## src/rtl/ecc_apb_master.sv

```systemverilog
// ecc_apb_master: APB initiator that programs the ECC_ENC_DEC register slave
// for one command at a time. It writes CODEWORD_WIDTH, DATA_IN, optionally
// NOISE, and CTRL last (the CTRL write starts the slave). It then waits for
// operation_done and returns a held response with a status code.
module ecc_apb_master #(
    parameter int                         AMBA_ADDR_WIDTH = 20,
    parameter int                         AMBA_WORD       = 32,
    parameter int                         DATA_WIDTH      = 32,
    parameter logic [AMBA_ADDR_WIDTH-1:0] BASE_ADDR       = '0,
    parameter int                         TIMEOUT_CYCLES  = 16
) (
    input  logic                       clk,
    input  logic                       rst,
    // command channel
    input  logic                       cmd_valid,
    output logic                       cmd_ready,
    input  logic [1:0]                 cmd_op,
    input  logic [1:0]                 cmd_width,
    input  logic [AMBA_WORD-1:0]       cmd_data,
    input  logic [AMBA_WORD-1:0]       cmd_noise,
    // APB initiator
    output logic [AMBA_ADDR_WIDTH-1:0] PADDR,
    output logic [AMBA_WORD-1:0]       PWDATA,
    output logic                       PSEL,
    output logic                       PENABLE,
    output logic                       PWRITE,
    // slave status
    input  logic                       operation_done,
    input  logic [DATA_WIDTH-1:0]      data_out,
    input  logic [1:0]                 num_of_errors,
    // response channel
    output logic                       rsp_valid,
    input  logic                       rsp_ready,
    output logic [DATA_WIDTH-1:0]      rsp_data,
    output logic [1:0]                 rsp_errors,
    output logic [1:0]                 rsp_status
);

    localparam int CNT_W = $clog2(TIMEOUT_CYCLES + 1);

    // Slave register offsets.
    localparam logic [AMBA_ADDR_WIDTH-1:0] OFF_CTRL  = AMBA_ADDR_WIDTH'('h0);
    localparam logic [AMBA_ADDR_WIDTH-1:0] OFF_DATA  = AMBA_ADDR_WIDTH'('h4);
    localparam logic [AMBA_ADDR_WIDTH-1:0] OFF_CW    = AMBA_ADDR_WIDTH'('h8);
    localparam logic [AMBA_ADDR_WIDTH-1:0] OFF_NOISE = AMBA_ADDR_WIDTH'('hC);

    // Operation codes.
    localparam logic [1:0] OP_FULL    = 2'b10;
    localparam logic [1:0] OP_ILLEGAL = 2'b11;

    // Response status codes.
    localparam logic [1:0] RSP_OK      = 2'b00;
    localparam logic [1:0] RSP_TIMEOUT = 2'b01;
    localparam logic [1:0] RSP_ILLEGAL = 2'b10;

    typedef enum logic [2:0] {
        ST_IDLE,
        ST_SETUP,
        ST_ACCESS,
        ST_WAIT_DONE,
        ST_RESP
    } state_t;

    // Which slave register the current/next APB transfer targets.
    typedef enum logic [1:0] {
        REG_CW,
        REG_DATA,
        REG_NOISE,
        REG_CTRL
    } reg_t;

    state_t                       state, state_next;
    reg_t                         reg_idx, idx_next;
    logic                         cmd_ready_q;

    logic [1:0]                   op_q;
    logic [1:0]                   width_q;
    logic [AMBA_WORD-1:0]         data_q;
    logic [AMBA_WORD-1:0]         noise_q;

    logic [CNT_W-1:0]             cnt;
    logic [CNT_W-1:0]             cnt_plus1;

    logic [AMBA_ADDR_WIDTH-1:0]   paddr_q, next_paddr;
    logic [AMBA_WORD-1:0]         pwdata_q, next_pwdata;

    logic [DATA_WIDTH-1:0]        rsp_data_q;
    logic [1:0]                   rsp_errors_q;
    logic [1:0]                   rsp_status_q;

    // Control strobes from the FSM to the datapath.
    logic                         accept;
    logic                         load_apb;
    logic                         cnt_clear;
    logic                         cnt_inc;
    logic                         cap_done;
    logic                         cap_timeout;
    logic                         cap_illegal;

    // Command fields used to build APB words: live inputs on the accept
    // cycle (nothing latched yet), latched copies afterwards.
    logic [1:0]                   src_op;
    logic [1:0]                   src_width;
    logic [AMBA_WORD-1:0]         src_data;
    logic [AMBA_WORD-1:0]         src_noise;

    assign cnt_plus1 = cnt + CNT_W'(1);

    // State register, target register index and registered cmd_ready.
    always_ff @(posedge clk or negedge rst) begin
        if (!rst) begin
            state       <= ST_IDLE;
            reg_idx     <= REG_CW;
            cmd_ready_q <= 1'b0;
        end else begin
            // NOTE: every clocked register uses non-blocking assignment so all
            // flops update together from values sampled at the same edge.
            state       <= state_next;
            reg_idx     <= idx_next;
            // Registered so cmd_ready stays low until the first clock after reset.
            cmd_ready_q <= (state_next == ST_IDLE);
        end
    end

    // Next-state logic and datapath control strobes.
    always_comb begin
        // NOTE: every signal driven here gets a default first so no path
        // leaves it unassigned, which would otherwise infer a latch.
        state_next  = state;
        idx_next    = reg_idx;
        accept      = 1'b0;
        load_apb    = 1'b0;
        cnt_clear   = 1'b0;
        cnt_inc     = 1'b0;
        cap_done    = 1'b0;
        cap_timeout = 1'b0;
        cap_illegal = 1'b0;

        case (state)
            ST_IDLE: begin
                if (cmd_valid && cmd_ready_q) begin
                    accept = 1'b1;
                    if (cmd_op == OP_ILLEGAL) begin
                        cap_illegal = 1'b1;
                        state_next  = ST_RESP;
                    end else begin
                        idx_next   = REG_CW;
                        load_apb   = 1'b1;
                        state_next = ST_SETUP;
                    end
                end
            end
            ST_SETUP: begin
                state_next = ST_ACCESS;
            end
            ST_ACCESS: begin
                // No PREADY: every access completes in this cycle.
                if (reg_idx == REG_CTRL) begin
                    cnt_clear  = 1'b1;
                    state_next = ST_WAIT_DONE;
                end else begin
                    load_apb   = 1'b1;
                    state_next = ST_SETUP;
                    case (reg_idx)
                        REG_CW:   idx_next = REG_DATA;
                        REG_DATA: idx_next = (op_q == OP_FULL) ? REG_NOISE : REG_CTRL;
                        default:  idx_next = REG_CTRL;
                    endcase
                end
            end
            ST_WAIT_DONE: begin
                // Done on the last allowed cycle still counts as success.
                if (operation_done) begin
                    cap_done   = 1'b1;
                    state_next = ST_RESP;
                end else if (cnt_plus1 == CNT_W'(TIMEOUT_CYCLES)) begin
                    cap_timeout = 1'b1;
                    state_next  = ST_RESP;
                end else begin
                    cnt_inc = 1'b1;
                end
            end
            ST_RESP: begin
                if (rsp_ready) begin
                    state_next = ST_IDLE;
                end
            end
            default: begin
                state_next = ST_IDLE;
            end
        endcase
    end

    // Address and write data for the register the next transfer targets.
    always_comb begin
        src_op      = (state == ST_IDLE) ? cmd_op    : op_q;
        src_width   = (state == ST_IDLE) ? cmd_width : width_q;
        src_data    = (state == ST_IDLE) ? cmd_data  : data_q;
        src_noise   = (state == ST_IDLE) ? cmd_noise : noise_q;
        next_paddr  = BASE_ADDR + OFF_CTRL;
        next_pwdata = AMBA_WORD'(src_op);
        case (idx_next)
            REG_CW: begin
                next_paddr  = BASE_ADDR + OFF_CW;
                next_pwdata = AMBA_WORD'(src_width);
            end
            REG_DATA: begin
                next_paddr  = BASE_ADDR + OFF_DATA;
                next_pwdata = src_data;
            end
            REG_NOISE: begin
                next_paddr  = BASE_ADDR + OFF_NOISE;
                next_pwdata = src_noise;
            end
            default: begin
                next_paddr  = BASE_ADDR + OFF_CTRL;
                next_pwdata = AMBA_WORD'(src_op);
            end
        endcase
    end

    // Command latch, APB address/data hold registers and the done timeout counter.
    always_ff @(posedge clk or negedge rst) begin
        if (!rst) begin
            op_q     <= '0;
            width_q  <= '0;
            data_q   <= '0;
            noise_q  <= '0;
            paddr_q  <= '0;
            pwdata_q <= '0;
            cnt      <= '0;
        end else begin
            if (accept) begin
                op_q    <= cmd_op;
                width_q <= cmd_width;
                data_q  <= cmd_data;
                noise_q <= cmd_noise;
            end
            if (load_apb) begin
                paddr_q  <= next_paddr;
                pwdata_q <= next_pwdata;
            end
            if (cnt_clear) begin
                cnt <= '0;
            end else if (cnt_inc) begin
                cnt <= cnt_plus1;
            end
        end
    end

    // Response capture; held stable while the response waits in RESP.
    always_ff @(posedge clk or negedge rst) begin
        if (!rst) begin
            rsp_data_q   <= '0;
            rsp_errors_q <= '0;
            rsp_status_q <= RSP_OK;
        end else if (cap_done) begin
            rsp_data_q   <= data_out;
            rsp_errors_q <= num_of_errors;
            rsp_status_q <= RSP_OK;
        end else if (cap_timeout) begin
            rsp_data_q   <= '0;
            rsp_errors_q <= '0;
            rsp_status_q <= RSP_TIMEOUT;
        end else if (cap_illegal) begin
            rsp_data_q   <= '0;
            rsp_errors_q <= '0;
            rsp_status_q <= RSP_ILLEGAL;
        end
    end

    // Strobes decode straight from state so reset drops them asynchronously.
    assign PSEL       = (state == ST_SETUP) || (state == ST_ACCESS);
    assign PENABLE    = (state == ST_ACCESS);
    assign PWRITE     = PSEL;
    assign PADDR      = paddr_q;
    assign PWDATA     = pwdata_q;
    assign cmd_ready  = cmd_ready_q;
    assign rsp_valid  = (state == ST_RESP);
    assign rsp_data   = rsp_data_q;
    assign rsp_errors = rsp_errors_q;
    assign rsp_status = rsp_status_q;

endmodule

```

## config.mk

```make
export PLATFORM = sky130hd
export DESIGN_NAME = ecc_apb_master
export DESIGN_NICKNAME = d
export VERILOG_FILES = /design/src/rtl/ecc_apb_master.sv
export SDC_FILE = /design/constraint.sdc
export NUM_CORES = 1
export LEC_CHECK = 0
export CORE_AREA = 2 2 130 132
export DETAILED_ROUTE_END_ITERATION = 8
export DIE_AREA = 0 0 132 134
export GPL_ROUTABILITY_DRIVEN = 0
export PLACE_DENSITY = 0.76
export SYNTH_ARGS = -nofsm -noshare
export SYNTH_HDL_FRONTEND = slang
export SYNTH_SLANG_ARGS = --single-unit
```

## constraint.sdc

```tcl
create_clock -name clk -period 2.7 [get_ports clk]
set_input_delay 0.54 -clock clk [delete_from_list [all_inputs] [get_ports clk]]
set_output_delay 0.54 -clock clk [all_outputs]
set_load 0.005 [all_outputs]
```

==> reports/summary.txt, run 1 <==
area leader, netlist: dfrtp_1
Die Y: 134 um
#FFs+latches synth: 149
Setup violations, final: 0
Synth async-reset ratio: 100.0%
Final Instance Count excl. Fillers: 964
R2R Path End: PWDATA[1]
Routed WL: 17.80 mm
buffers added on ports: 181
Yosys top cell area share: 54.02%
HPWL Detailed: 12.12 mm
area of the mapped netlist: 6902 um^2
H-Tree Depth: 4
HP Class: in2async
post-CTS resize count: 0
GRT overflow: 0
average wire per standard cell: 18.46 um
# diodes: 0
CP endpoint kind: flop
f_max: 0.3874 GHz
share of layout cells above drive strength 1: 27.28%
Synth warnings: 0
Skew-Pair Late Insertion Delay: 0.42 ns
Sequential cell area: 3729 um^2
pwr dens: 1185 nW/um^2
largest net degree at the start of global routing: 71
DR vias/cell: 5.246
Pins Over Slew Limit: 0
Arr. time, crit path: 2.89 ns
status: finished, final reports clean
Max-Slew Margin vs Limit: 55.20%
Vias: 5057
synth unique cells: 45
Avg Cell Area, Syn: 12.80 um^2
Post-DP Area: 9026 um^2
core box area: 16290 um^2
initial antenna violation count: 0
FF-to-FF Start: state[2]
fin crit period: 2.581 ns
Final nets: 844
Final period util: 95.61%
max capacitance violation total: 0
hold_buf cts: 0
total CTS buffers: 17
number of synthesized flops with an enable pin: 0
Clk pin slew, worst setup/hold paths: 0.06 ns
synthesized instance count: 539
Detail Route Antenna Nets: 0
io pins: 200
Multi-input gate area: 2919 um^2
hold_ws: 0.1302 ns
die area: 17690 um^2
DR iter-0 viols: 204
R2R depth: 10
critical path fanouts, max: 6
startpoint class of the critical path: input port
post-synthesis sequential area ratio: 54.02%
Starting Density: 42.37%
Area Growth Syn to Fin: 40.77%
worst-margin pin slew: 0.6720 ns
RSZ-0062 raised after global routing: false
die extent in x: 132 um
# DRC: 0
CTS Buffer Depth: 2
# clock sinks: 149
CTS Root Cell: clkbuf_16
DP Cell Count: 932
Hold Fails Final Rpt: 0
clk_skew: 0.007416 ns
list of most frequent post-synthesis cells: 149 x dfrtp_1, 132 x mux2_2, 38 x a22o_1
setup TNS: 0 ns
reg-to-reg setup timing slack: 0.19 ns
peak supply drop: 0.5859 mV
setup bufs post-CTS: 0
total iterations of the first detailed-routing run: 4
most numerous cell in the Yosys netlist: dfrtp_1
first-pass GRT wire length: 28.30 mm
GRT Util Overall: 20.44%
Main synth FF type: dfrtp_1
crit path kind: in2reg
cell area after layout: 9716 um^2
CTS tree: yes
WP data required: 3.01 ns
Core Rows: 47
Pleak: 4.133 nW
Synth area leaders: dfrtp_1 54%, mux2_2 22%, a22o_1 4.8%, a22oi_1 3.6%, buf_4 2.2%
fill count: 1286
vias in the first global route: 5447
## worst max path at each step
stage,from,endpoint,cells past startpoint
after floorplan,cmd_valid,PWDATA[0],11
after global placement,cmd_valid,PWDATA[0],11
after detailed placement,cmd_valid,PWDATA[1],11
after CTS,cmd_valid,PWDATA[1],11
after global routing,cmd_valid,PWDATA[31],11
final,cmd_valid,PWDATA[1],11
## sequential cells by signal, indices dropped and copies added (netlist names), 3 cells and up
signal and flops:
cnt 5, data_q 32, state 3, rsp_data 32
PWDATA 32, noise_q 32
## layout make-up
type | instances | share of cell area (%)
Tap cell | 220 | 2.833
Multi-Input combinational cell | 345 | 30.05
Timing Repair Buffer | 214 | 21.97
Inverter | 5 | 0.1932
Clock buffer | 22 | 4.778
Clock inverter | 9 | 1.803
Sequential cell | 149 | 38.38
## placed cells by master (no fill, tap or decap), types with 2 or more instances in the layout
cell type,count
a211o_1,2
a211oi_1,2
a211oi_4,2
a21oi_1,7
a22o_1,38
a22oi_1,33
and2_1,2
and3_1,2
buf_12,4
buf_4,27
buf_6,2
bufinv_16,5
clkbuf_1,3
clkbuf_16,17
clkbuf_8,2
clkdlybuf4s50_1,180
clkinv_2,2
clkinvlp_4,2
conb_1,18
dfrtp_1,149
ha_1,3
ha_2,2
inv_1,5
mux2_2,132
mux2i_1,4
nand2_1,33
nor2_1,6
nor2b_1,2
nor3_1,3
nor3_4,2
o21ai_0,30
o21ai_1,2
## layer usage
layer,share of wire [%],global-route usage [%]
met1,41,23.94
met2,49,34.92
met3,8.7,8.088
met4,0.91,5.857
met5,0,0
## through the flow
stage                     power [mW]  utilization [%]  worst slack, ns
final                          11.51            59.64           0.1186
after global placement         8.684            55.41          -0.2856
after detailed placement       8.918            55.41          -0.3612
after global routing           12.19            59.64         0.004983
after floorplan                6.811                -          0.08706
after CTS                      11.56            59.34          0.04438
## where the power goes
group,internal (mW),total [mW],switching [mW]
Combinational,2.99,5.21,2.22
Sequential,3.20,3.74,0.532
Clock,1.68,2.56,0.882
## critical path: stages
cell	delay, ns
clkdlybuf4s50_1	0.46
nand3b_1	0.15
a211oi_4	0.26
nor2_1	0.10
a22oi_1	0.21
inv_1	0.10
ha_2	0.25
a221oi_1	0.31
a21oi_1	0.07
a211o_1	0.27
a22o_1	0.17
## cells by family (layout without fill, tap and decap cells)
| logic type | count (synthesis) | after routing | share of synthesized area [%] |
|---|---|---|---|
| muxes | 136 | 136 | 22.12 |
| DFF | 149 | 149 | 54.02 |
| xor gates and xnor gates | 2 | 2 | 0.2539 |
| adders and majority gates | 5 | 5 | 0.9065 |
| AOI/OAI and AO/OA | 124 | 124 | 13.14 |
| other | 1 | 18 | 0.05434 |
| buffers and inverters | 62 | 250 | 5.167 |
| and+or+nand+nor | 60 | 60 | 4.333 |
(Power assumes the default switching activity.)
==> inputs of run 2 (changes only) <==
--- a/config.mk
+++ b/config.mk
@@ -6,6 +6,7 @@
 export NUM_CORES = 1
 export LEC_CHECK = 0
 export CORE_AREA = 2 2 130 132
+export CTS_BUF_LIST = sky130_fd_sc_hd__clkbuf_4 sky130_fd_sc_hd__clkbuf_8 sky130_fd_sc_hd__clkbuf_16
 export DETAILED_ROUTE_END_ITERATION = 8
 export DIE_AREA = 0 0 132 134
 export GPL_ROUTABILITY_DRIVEN = 0
==> reports/summary.txt, run 2 (synthesis results as in run 1) <==
largest net degree at the start of global routing: 71
CTS Buffer Depth: 2
DR vias/cell: 5.225
vias in the first global route: 5450
hold_buf cts: 0
reg-to-reg setup timing slack: 0.19 ns
Detail Route Antenna Nets: 0
peak supply drop: 0.5909 mV
RSZ-0062 raised after global routing: false
# DRC: 0
Pleak: 4.144 nW
DP Cell Count: 932
post-route core utilization: 59.71%
cell area after layout: 9727 um^2
total CTS buffers: 17
Final nets: 844
H-Tree Depth: 4
Clk pin slew, worst setup/hold paths: 0.06 ns
R2R depth: 10
Worst Setup SP: cmd_valid
Pins Over Slew Limit: 0
CTS Root Cell: clkbuf_16
CP endpoint kind: flop
f_max: 0.3881 GHz
initial antenna violation count: 0
Starting Density: 42.37%
Final Instance Count excl. Fillers: 964
startpoint class of the critical path: input port
sequential share of power: 32.4%
total iterations of the first detailed-routing run: 4
first-pass GRT wire length: 28.32 mm
crit path kind: in2reg
# clock sinks: 149
switching power: 3.638 mW
Final period util: 95.42%
clk_skew: 0.009988 ns
sw frac: 31.52%
CTS tree: yes
cell chain of the critical path: clkdlybuf4s50_1 > nand3b_1 > a211oi_4 > nor2_1 > a22oi_1 > inv_1 > ha_2 > a221oi_1 > a21oi_1 > a211o_1 > a22o_1
critical path fanouts, max: 6
CP top delay family: compound AO/OA/AOI/OAI gates
CP Buf/Inv Count: 2
Hold Fails Final Rpt: 0
Logic pwr share: 45.1%
Core Rows: 47
Area Growth Syn to Fin: 40.94%
max capacitance violation total: 0
buffers added on ports: 181
Setup violations, final: 0
HP Class: in2async
Vias: 5037
average wire per standard cell: 18.45 um
pwr dens: 1187 nW/um^2
Arr. time, crit path: 2.89 ns
worst-margin pin slew: 0.6694 ns
most frequent cells in the layout: 180 x clkdlybuf4s50_1, 149 x dfrtp_1, 132 x mux2_2
clock share of power: 22.5%
fin crit period: 2.576 ns
share of layout cells above drive strength 1: 27.69%
Int Pwr: 7.905 mW
commonest non-fill, non-tap cell in the layout: clkdlybuf4s50_1
status: finished, final reports clean
max incr delay on CP: 0.46 ns
Post-DP Area: 9026 um^2
WP data required: 3.01 ns
FF-to-FF Start: state[2]
Routed WL: 17.79 mm
die extent in x: 132 um
hold_ws: 0.1313 ns
# diodes: 0
GRT Util Overall: 20.45%
Die Y: 134 um
Max-Slew Margin vs Limit: 55.37%
R2R Path End: PWDATA[1]
GRT overflow: 0
DR iter-0 viols: 214
io pins: 200
die area: 17690 um^2
core box area: 16290 um^2
Skew-Pair Late Insertion Delay: 0.43 ns
Crit-path slowest cell: clkdlybuf4s50_1
HPWL Detailed: 12.12 mm
==> run 2: cell counts in the layout (fill, tap and decap cells not counted) <==
Identical to the previous run, type by type.
==> run 2: per-layer routing <==
layer | wire length [um] | GRT usage (%) | part of all wire (%)
met5 | 0 | 0 | 0
met4 | 150 | 5.857 | 0.84
met3 | 1546 | 8.088 | 8.7
met2 | 8698 | 34.92 | 49
met1 | 7391 | 23.96 | 42
==> run 2: metrics by stage <==
stage / TNS (ns) / setup WS (ns) / power [mW]
floorplan: 0 / 0.08706 / 6.811
global placement: -8.527 / -0.2856 / 8.684
detailed placement: -13.34 / -0.3612 / 8.918
CTS: 0 / 0.04438 / 11.59
global route: 0 / 0.004983 / 12.22
finish: 0 / 0.1235 / 11.54
==> run 2: how the worst max path moves through the flow <==
| stage | cells after the start | slack, ns | end |
|---|---|---|---|
| final | 11 | 0.12 | PWDATA[1] |
| after global routing | 11 | 0.005 | PWDATA[31] |
| after CTS | 11 | 0.04 | PWDATA[1] |
| after detailed placement | 11 | -0.36 | PWDATA[1] |
| after global placement | 11 | -0.29 | PWDATA[0] |
| after floorplan | 11 | 0.09 | PWDATA[0] |
==> run 2: area by class of cell <==
| cell class | count | area, um^2 |
|---|---|---|
| flip-flops and latches | 149 | 3729 |
| clock inverters | 9 | 175.2 |
| well taps | 220 | 275.3 |
| multi-input cells | 345 | 2919 |
| repair buffers | 214 | 2135 |
| inverters | 5 | 18.77 |
| clock buffers | 22 | 475.5 |
| fillers | 1281 | 6563 |
==> run 2: power by group through the flow <==
stage | clock, mW | sequential (mW) | combinational (mW)
after floorplan | 0 | 3.65 | 3.16
after global placement | 0 | 3.69 | 5.00
after detailed placement | 0 | 3.76 | 5.16
after CTS | 2.65 | 3.73 | 5.20
after global routing | 2.75 | 3.85 | 5.63
final | 2.60 | 3.74 | 5.21
==> run 2: repair_timing <==
| action | CTS | global route |
|---|---|---|
| gates resized for setup | 0 | 5 |
| endpoints found under the setup margin | 0 | 26 |
| buffers inserted | 0 | 0 |
==> run 2: worst register-to-register path, cell delays in order, from the launching register on <==
cell      delay (ns)
dfrtp_1         0.41
nand3b_1        0.24
a211oi_4        0.26
nor2_1          0.10
a22oi_1         0.21
inv_1           0.10
ha_2            0.25
a221oi_1        0.31
a21oi_1         0.07
a211o_1         0.27
a22o_1          0.17
